<file path="src/rtl/vga_pkg.sv">
// Shared timing constants and colour definitions for the pong raster generator.
// The numbers describe the standard 640x480 at 60 Hz VGA mode.
package vga_pkg;

  localparam int H_ACTIVE = 640;
  localparam int H_FP     = 16;
  localparam int H_SYNC   = 96;
  localparam int H_BP     = 48;
  localparam int H_TOTAL  = H_ACTIVE + H_FP + H_SYNC + H_BP;

  localparam int V_ACTIVE = 480;
  localparam int V_FP     = 10;
  localparam int V_SYNC   = 2;
  localparam int V_BP     = 33;
  localparam int V_TOTAL  = V_ACTIVE + V_FP + V_SYNC + V_BP;

  localparam int COORD_W = 10;
  localparam int COLOR_W = 12;

  typedef logic [COORD_W-1:0] coord_t;
  typedef logic [COLOR_W-1:0] color_t;

  localparam color_t BLACK = 12'h000;
  localparam color_t WHITE = 12'hFFF;

  // Half-open window test used for both visibility and sync pulses.
  function automatic logic in_window(input coord_t val, input coord_t lo, input coord_t hi);
    return (val >= lo) && (val < hi);
  endfunction

endpackage

</file>
<file path="src/rtl/pixel_tick_gen.sv">
// Divides the system clock down to the pixel rate as a one-clock strobe.
// The strobe is registered so the first one appears CLK_DIV clocks after reset.
module pixel_tick_gen #(
  parameter int CLK_DIV = 4
) (
  input  logic clk,
  input  logic reset,
  output logic p_tick
);

  localparam int DW = (CLK_DIV > 1) ? $clog2(CLK_DIV) : 1;
  localparam logic [DW-1:0] DIV_LAST = DW'(CLK_DIV - 1);

  logic [DW-1:0] div;

  always_ff @(posedge clk or posedge reset) begin
    if (reset) begin
      div    <= '0;
      p_tick <= 1'b0;
    end else begin
      p_tick <= (div == DIV_LAST);
      if (div == DIV_LAST) begin
        div <= '0;
      end else begin
        div <= div + 1'b1;
      end
    end
  end

endmodule

</file>
<file path="src/rtl/vga_scan.sv">
// Raster scan counters, sync decode and registered pixel compositor for the pong display.
// x/y feed the renderers; their OR-ed display flag comes back as pixel_in one pixel later.
module vga_scan
  import vga_pkg::*;
#(
  parameter int CLK_DIV  = 4,
  parameter int H_ACTIVE = vga_pkg::H_ACTIVE,
  parameter int H_FP     = vga_pkg::H_FP,
  parameter int H_SYNC   = vga_pkg::H_SYNC,
  parameter int H_BP     = vga_pkg::H_BP,
  parameter int V_ACTIVE = vga_pkg::V_ACTIVE,
  parameter int V_FP     = vga_pkg::V_FP,
  parameter int V_SYNC   = vga_pkg::V_SYNC,
  parameter int V_BP     = vga_pkg::V_BP
) (
  input  logic               clk,
  input  logic               reset,
  output logic [9:0]         x,
  output logic [9:0]         y,
  output logic               p_tick,
  output logic               frame_start,
  input  logic               pixel_in,
  input  logic [COLOR_W-1:0] fg_rgb,
  input  logic [COLOR_W-1:0] bg_rgb,
  output logic               hsync,
  output logic               vsync,
  output logic               video_on,
  output logic [COLOR_W-1:0] rgb
);

  localparam coord_t H_LAST   = COORD_W'(H_ACTIVE + H_FP + H_SYNC + H_BP - 1);
  localparam coord_t V_LAST   = COORD_W'(V_ACTIVE + V_FP + V_SYNC + V_BP - 1);
  localparam coord_t H_VIS    = COORD_W'(H_ACTIVE);
  localparam coord_t V_VIS    = COORD_W'(V_ACTIVE);
  localparam coord_t HS_START = COORD_W'(H_ACTIVE + H_FP);
  localparam coord_t HS_END   = COORD_W'(H_ACTIVE + H_FP + H_SYNC);
  localparam coord_t VS_START = COORD_W'(V_ACTIVE + V_FP);
  localparam coord_t VS_END   = COORD_W'(V_ACTIVE + V_FP + V_SYNC);

  coord_t h;
  coord_t v;
  logic   vis;
  logic   hs_n;
  logic   vs_n;
  color_t pix_color;

  pixel_tick_gen #(
    .CLK_DIV(CLK_DIV)
  ) u_tick (
    .clk   (clk),
    .reset (reset),
    .p_tick(p_tick)
  );

  always_ff @(posedge clk or posedge reset) begin
    if (reset) begin
      h <= '0;
      v <= '0;
    end else if (p_tick) begin
      if (h == H_LAST) begin
        h <= '0;
        if (v == V_LAST) begin
          v <= '0;
        end else begin
          v <= v + 1'b1;
        end
      end else begin
        h <= h + 1'b1;
      end
    end
  end

  assign x           = h;
  assign y           = v;
  assign frame_start = p_tick && (h == H_LAST) && (v == V_LAST);

  // Renderers have had CLK_DIV-1 clocks to settle pixel_in for the current h/v.
  always_comb begin
    vis       = (h < H_VIS) && (v < V_VIS);
    hs_n      = !in_window(h, HS_START, HS_END);
    vs_n      = !in_window(v, VS_START, VS_END);
    pix_color = BLACK;
    if (vis) begin
      pix_color = pixel_in ? fg_rgb : bg_rgb;
    end
  end

  always_ff @(posedge clk or posedge reset) begin
    if (reset) begin
      hsync    <= 1'b1;
      vsync    <= 1'b1;
      video_on <= 1'b0;
      rgb      <= BLACK;
    end else if (p_tick) begin
      hsync    <= hs_n;
      vsync    <= vs_n;
      video_on <= vis;
      rgb      <= pix_color;
    end
  end

endmodule
</file>
<file path="config.mk">
export PLATFORM = sky130hd
export DESIGN_NAME = vga_scan
export DESIGN_NICKNAME = d
export VERILOG_FILES = /design/src/rtl/vga_pkg.sv /design/src/rtl/pixel_tick_gen.sv /design/src/rtl/vga_scan.sv
export SDC_FILE = /design/constraint.sdc
export NUM_CORES = 1
export LEC_CHECK = 0
export ABC_AREA = 1
export BUFFER_PORTS_ARGS = -buffer_cell sky130_fd_sc_hd__buf_2
export CAP_MARGIN = 10
export CORE_AREA = 2 2 64 66
export DETAILED_ROUTE_END_ITERATION = 6
export DIE_AREA = 0 0 66 68
export GPL_TIMING_DRIVEN = 0
export MAX_ROUTING_LAYER = met4
export PLACE_DENSITY = 0.82
export SLEW_MARGIN = 0
export SYNTH_ARGS = -nofsm -noshare
export SYNTH_HDL_FRONTEND = slang
export SYNTH_SLANG_ARGS = --single-unit
</file>
<file path="constraint.sdc">
create_clock -name clk -period 3.1 [get_ports clk]
set_input_delay 0.155 -clock clk [delete_from_list [all_inputs] [get_ports clk]]
set_output_delay 0.155 -clock clk [all_outputs]
set_load 0.05 [all_outputs]
</file>
==> results.md <==
| Parameter | Value |
|:---|:---|
| Run status | complete, but fails checks |
| Failing checks | hold timing |
| Initial standard-cell utilization of the core | 0.510 |
| Dpl hpwl | 3140 um |
| Layout Area Growth over Synthesis | 23.8% |
| Final antenna diode count | 0 |
| DP Cell Count | 335 |
| Clock edge transition at the registers on the reported setup and hold paths | 0.08 ns |
| Power density cells | 399 nW/um^2 |
| DRT antenna net count | 0 |
| Input/output buffers | 63 |
| Max_cap viols | 0 |
| Capture point of the worst path | frame_start |
| Sort of element at the end of the critical path | output port |
| RSZ-0062 raised after global routing | false |
| Number of buffers between clock root and the deepest sink | 2 |
| Wire length of the first global-routing pass | 6760 um |
| Setup slack of the worst register-to-register path | 1.58 ns |
| CTS tree | yes |
| Die H | 68 um |
| Floorplan Core Area | 3860 um^2 |
| R2R cell count | 7 |
| Minimum clock period after layout | 2.08 ns |
| CTS-repair resized insts | 0 |
| Pre-CTS setup slack | 1.34 ns |
| Classification of the worst setup path | reg2out |
| Length of the first detailed-routing pass in iterations | 4 |
| Fin. max-slew vios | 0 |
| Width of the die | 66 um |
| Worst hold path type | in2async |
| Setup Buffers After CTS | 0 |
| First DRT Iteration DRCs | 99 |
| Average size of a mapped cell | 8.87 um^2 |
| Placement-stage cell area | 2350 um^2 |
| Clock skew after layout | 0.0109 ns |
| Slew headroom | 0.485 |
| Proportion of synthesized chip area in sequential cells | 0.484 |
| Routed WL per cell | 12.0 um |
| CP startpoint kind | flip-flop |
| Clock buffer count from CTS | 5 |
| Worst setup path start | x[1] |
| Worst hold slack across all endpoints | -0.00955 ns |
| PnR Total Power | 973 uW |
| I/O pins | 64 |
| Endpoint arrival time on the critical path | 1.92 ns |
| Unique masters post-synth | 30 |
| Maximum frequency from static timing analysis | 482 MHz |
| Register bit total from synthesis | 38 |
| Hold buffers post-CTS | 0 |
| Leak | 1.25 nW |
| Initial antenna violation count | 0 |
| Per-cell via count in the routed design | 5.05 |
| Period utilization | 0.669 |
| Total Die Area | 4490 um^2 |
| Final-stage net count | 324 |
| Post-synth net total | 254 |
| Clock Latency Late Sink | 0.30 ns |
| Post-synth top area share | 0.458 |
| Required time at the endpoint of the critical path | 2.94 ns |
| Total negative slack for setup checks | 0 ns |
| Setup-violating endpoint count in the final report | 0 |
| Capturing point of the worst reg2reg path | x[8] |
| Post-synthesis cell type with the largest combined area | dfrtp_1 |
| Maximum net fanout on the critical path | 10 |
| Core Rows | 23 |
| Final worst setup slack | 1.02 ns |
| Fraction of final layout cells sized beyond drive strength 1 | 0.317 |
| Finished layout cell area | 2440 um^2 |
| Count of placed standard cells in the final layout, fillers left out | 343 |
| Reg2Reg Launch Point | x[1] |
| Clock sink count | 38 |
| Count of mapped cells out of synthesis | 222 |
| Syn Std Cell Area | 1970 um^2 |
| Pin count of the biggest net entering global routing | 39 |
| Drc violations | 0 |
| Endpoints failing hold | 8 |
| Total number of H-tree levels | 2 |
| Util after Layout | 0.632 |
| Worst Tran Pin Value | 0.772 ns |
| Cell at the root of the clock tree | clkbuf_8 |
| Via count of the first global-routing pass | 1564 |
| Synth top area cells | dfrtp_1 46%, nand2_1 9.0%, mux2i_1 6.1%, o21ai_0 5.3%, inv_1 4.2% |
| Max VDD drop | 0.296 mV |
| Total Routing Usage GR | 0.203 |
| Final routed wirelength across all metal layers | 4120 um |
| Syn. warnings | 0 |
| Final weighted congestion in routability-driven placement | 0.896 |
| Via count | 1733 |
| Total congestion overflow | 0 |
[power by group]
| part | internal (mW) | switching [mW] |
|---|---|---|
| clock network | 0.179 | 0.175 |
| registers | 0.508 | 0.00639 |
| logic | 0.0323 | 0.0724 |
[cell usage after synthesis]
library cell	instances
nand4_1	3
nor2_2	2
dfrtp_1	36
buf_6	2
inv_1	22
inv_2	2
nand3_1	16
mux2i_1	12
nand2_1	47
dfstp_2	2
a41oi_1	1
buf_2	2
nor2_1	18
ha_1	5
o21ai_1	4
or2_2	3
nand3_4	1
buf_4	1
o21ai_0	21
nor2_4	2
clkbuf_1	1
clkbuf_2	1
nand3b_1	1
o22a_1	1
nand4_2	2
o21ai_2	1
xnor2_1	1
a31o_2	1
nor3_1	5
xor2_1	6
[registers in the layout, summed over array words and instances (netlist names)]
| signal | cells |
|---|---|
| u_tick.div | 2 |
| y | 10 |
| x | 10 |
| u_tick.p_tick | 1 |
| video_on | 1 |
| vsync | 1 |
| hsync | 1 |
| rgb | 12 |
[worst min-delay path by stage]
stage          cells past startpoint  slack [ns]           from             to
5_1_grt                            2        0.07          reset         rgb[7]
6_report                           2       -0.01          reset           y[8]
4_1_cts                            2        0.03          reset           y[8]
3_5_place_dp                       2        0.35          reset         rgb[6]
3_3_place_gp                       1        0.41  u_tick.div[0]  u_tick.div[0]
2_1_floorplan                      1        0.35          reset         rgb[0]
[placed cells by master (no fill, tap or decap), types with 2 or more instances in the layout]
cell and instances:
buf_2 65, nand2_1 47, dfrtp_1 36, inv_1 21, o21ai_0 21, nor2_1 18, nand3_1 16, mux2i_1 12
xor2_1 6, clkbuf_8 6, nor3_1 5, ha_1 5, o21ai_1 4, inv_2 3, or2_2 3, nand4_1 3
nor2_2 2, nor2_4 2, nand4_2 2, buf_6 2, clkbuf_1 2, dfstp_2 2
[final cells by class]
| type | instances | area, um^2 |
|---|---|---|
| fillers | 352 | 1420 |
| plain buffers | 7 | 48.8 |
| inverters | 24 | 90.1 |
| clock buffers | 7 | 86.3 |
| repair buffers | 63 | 315 |
| clock inverters | 1 | 5.00 |
| flip-flops and latches | 38 | 953 |
| multi-input cells | 153 | 876 |
| well taps | 50 | 62.6 |
[worst max-delay path, cell delays in order (launching register included)]
cell and delay (ns):
dfrtp_1 0.39, ha_1 0.22, inv_1 0.06, nor2_2 0.18
nand4_2 0.16, buf_2 0.24, nor2_1 0.10, buf_2 0.27
[per-layer routing]
layer	wire [um]	global-route usage	vias up	part of all wire
met1	1790	0.242	797	0.43
met2	1990	0.345	66	0.48
met3	288	0.0493	6	0.070
li1	-	-	864	-
met5	0	-	-	0
met4	53	0.0612	0	0.013
[kinds of logic (layout without fill, tap and decap cells)]
| logic type | Yosys count | count (layout) | synth area share |
|---|---|---|---|
| muxes | 12 | 12 | 0.0610 |
| DFF | 38 | 38 | 0.484 |
| adders and majority gates | 5 | 5 | 0.0318 |
| and+or+nand+nor | 100 | 100 | 0.240 |
| buffers and inverters | 31 | 102 | 0.0706 |
| AOI/OAI and AO/OA | 29 | 29 | 0.0814 |
| xor gates and xnor gates | 7 | 7 | 0.0312 |
Note: power is estimated with default switching activity, not from simulation.
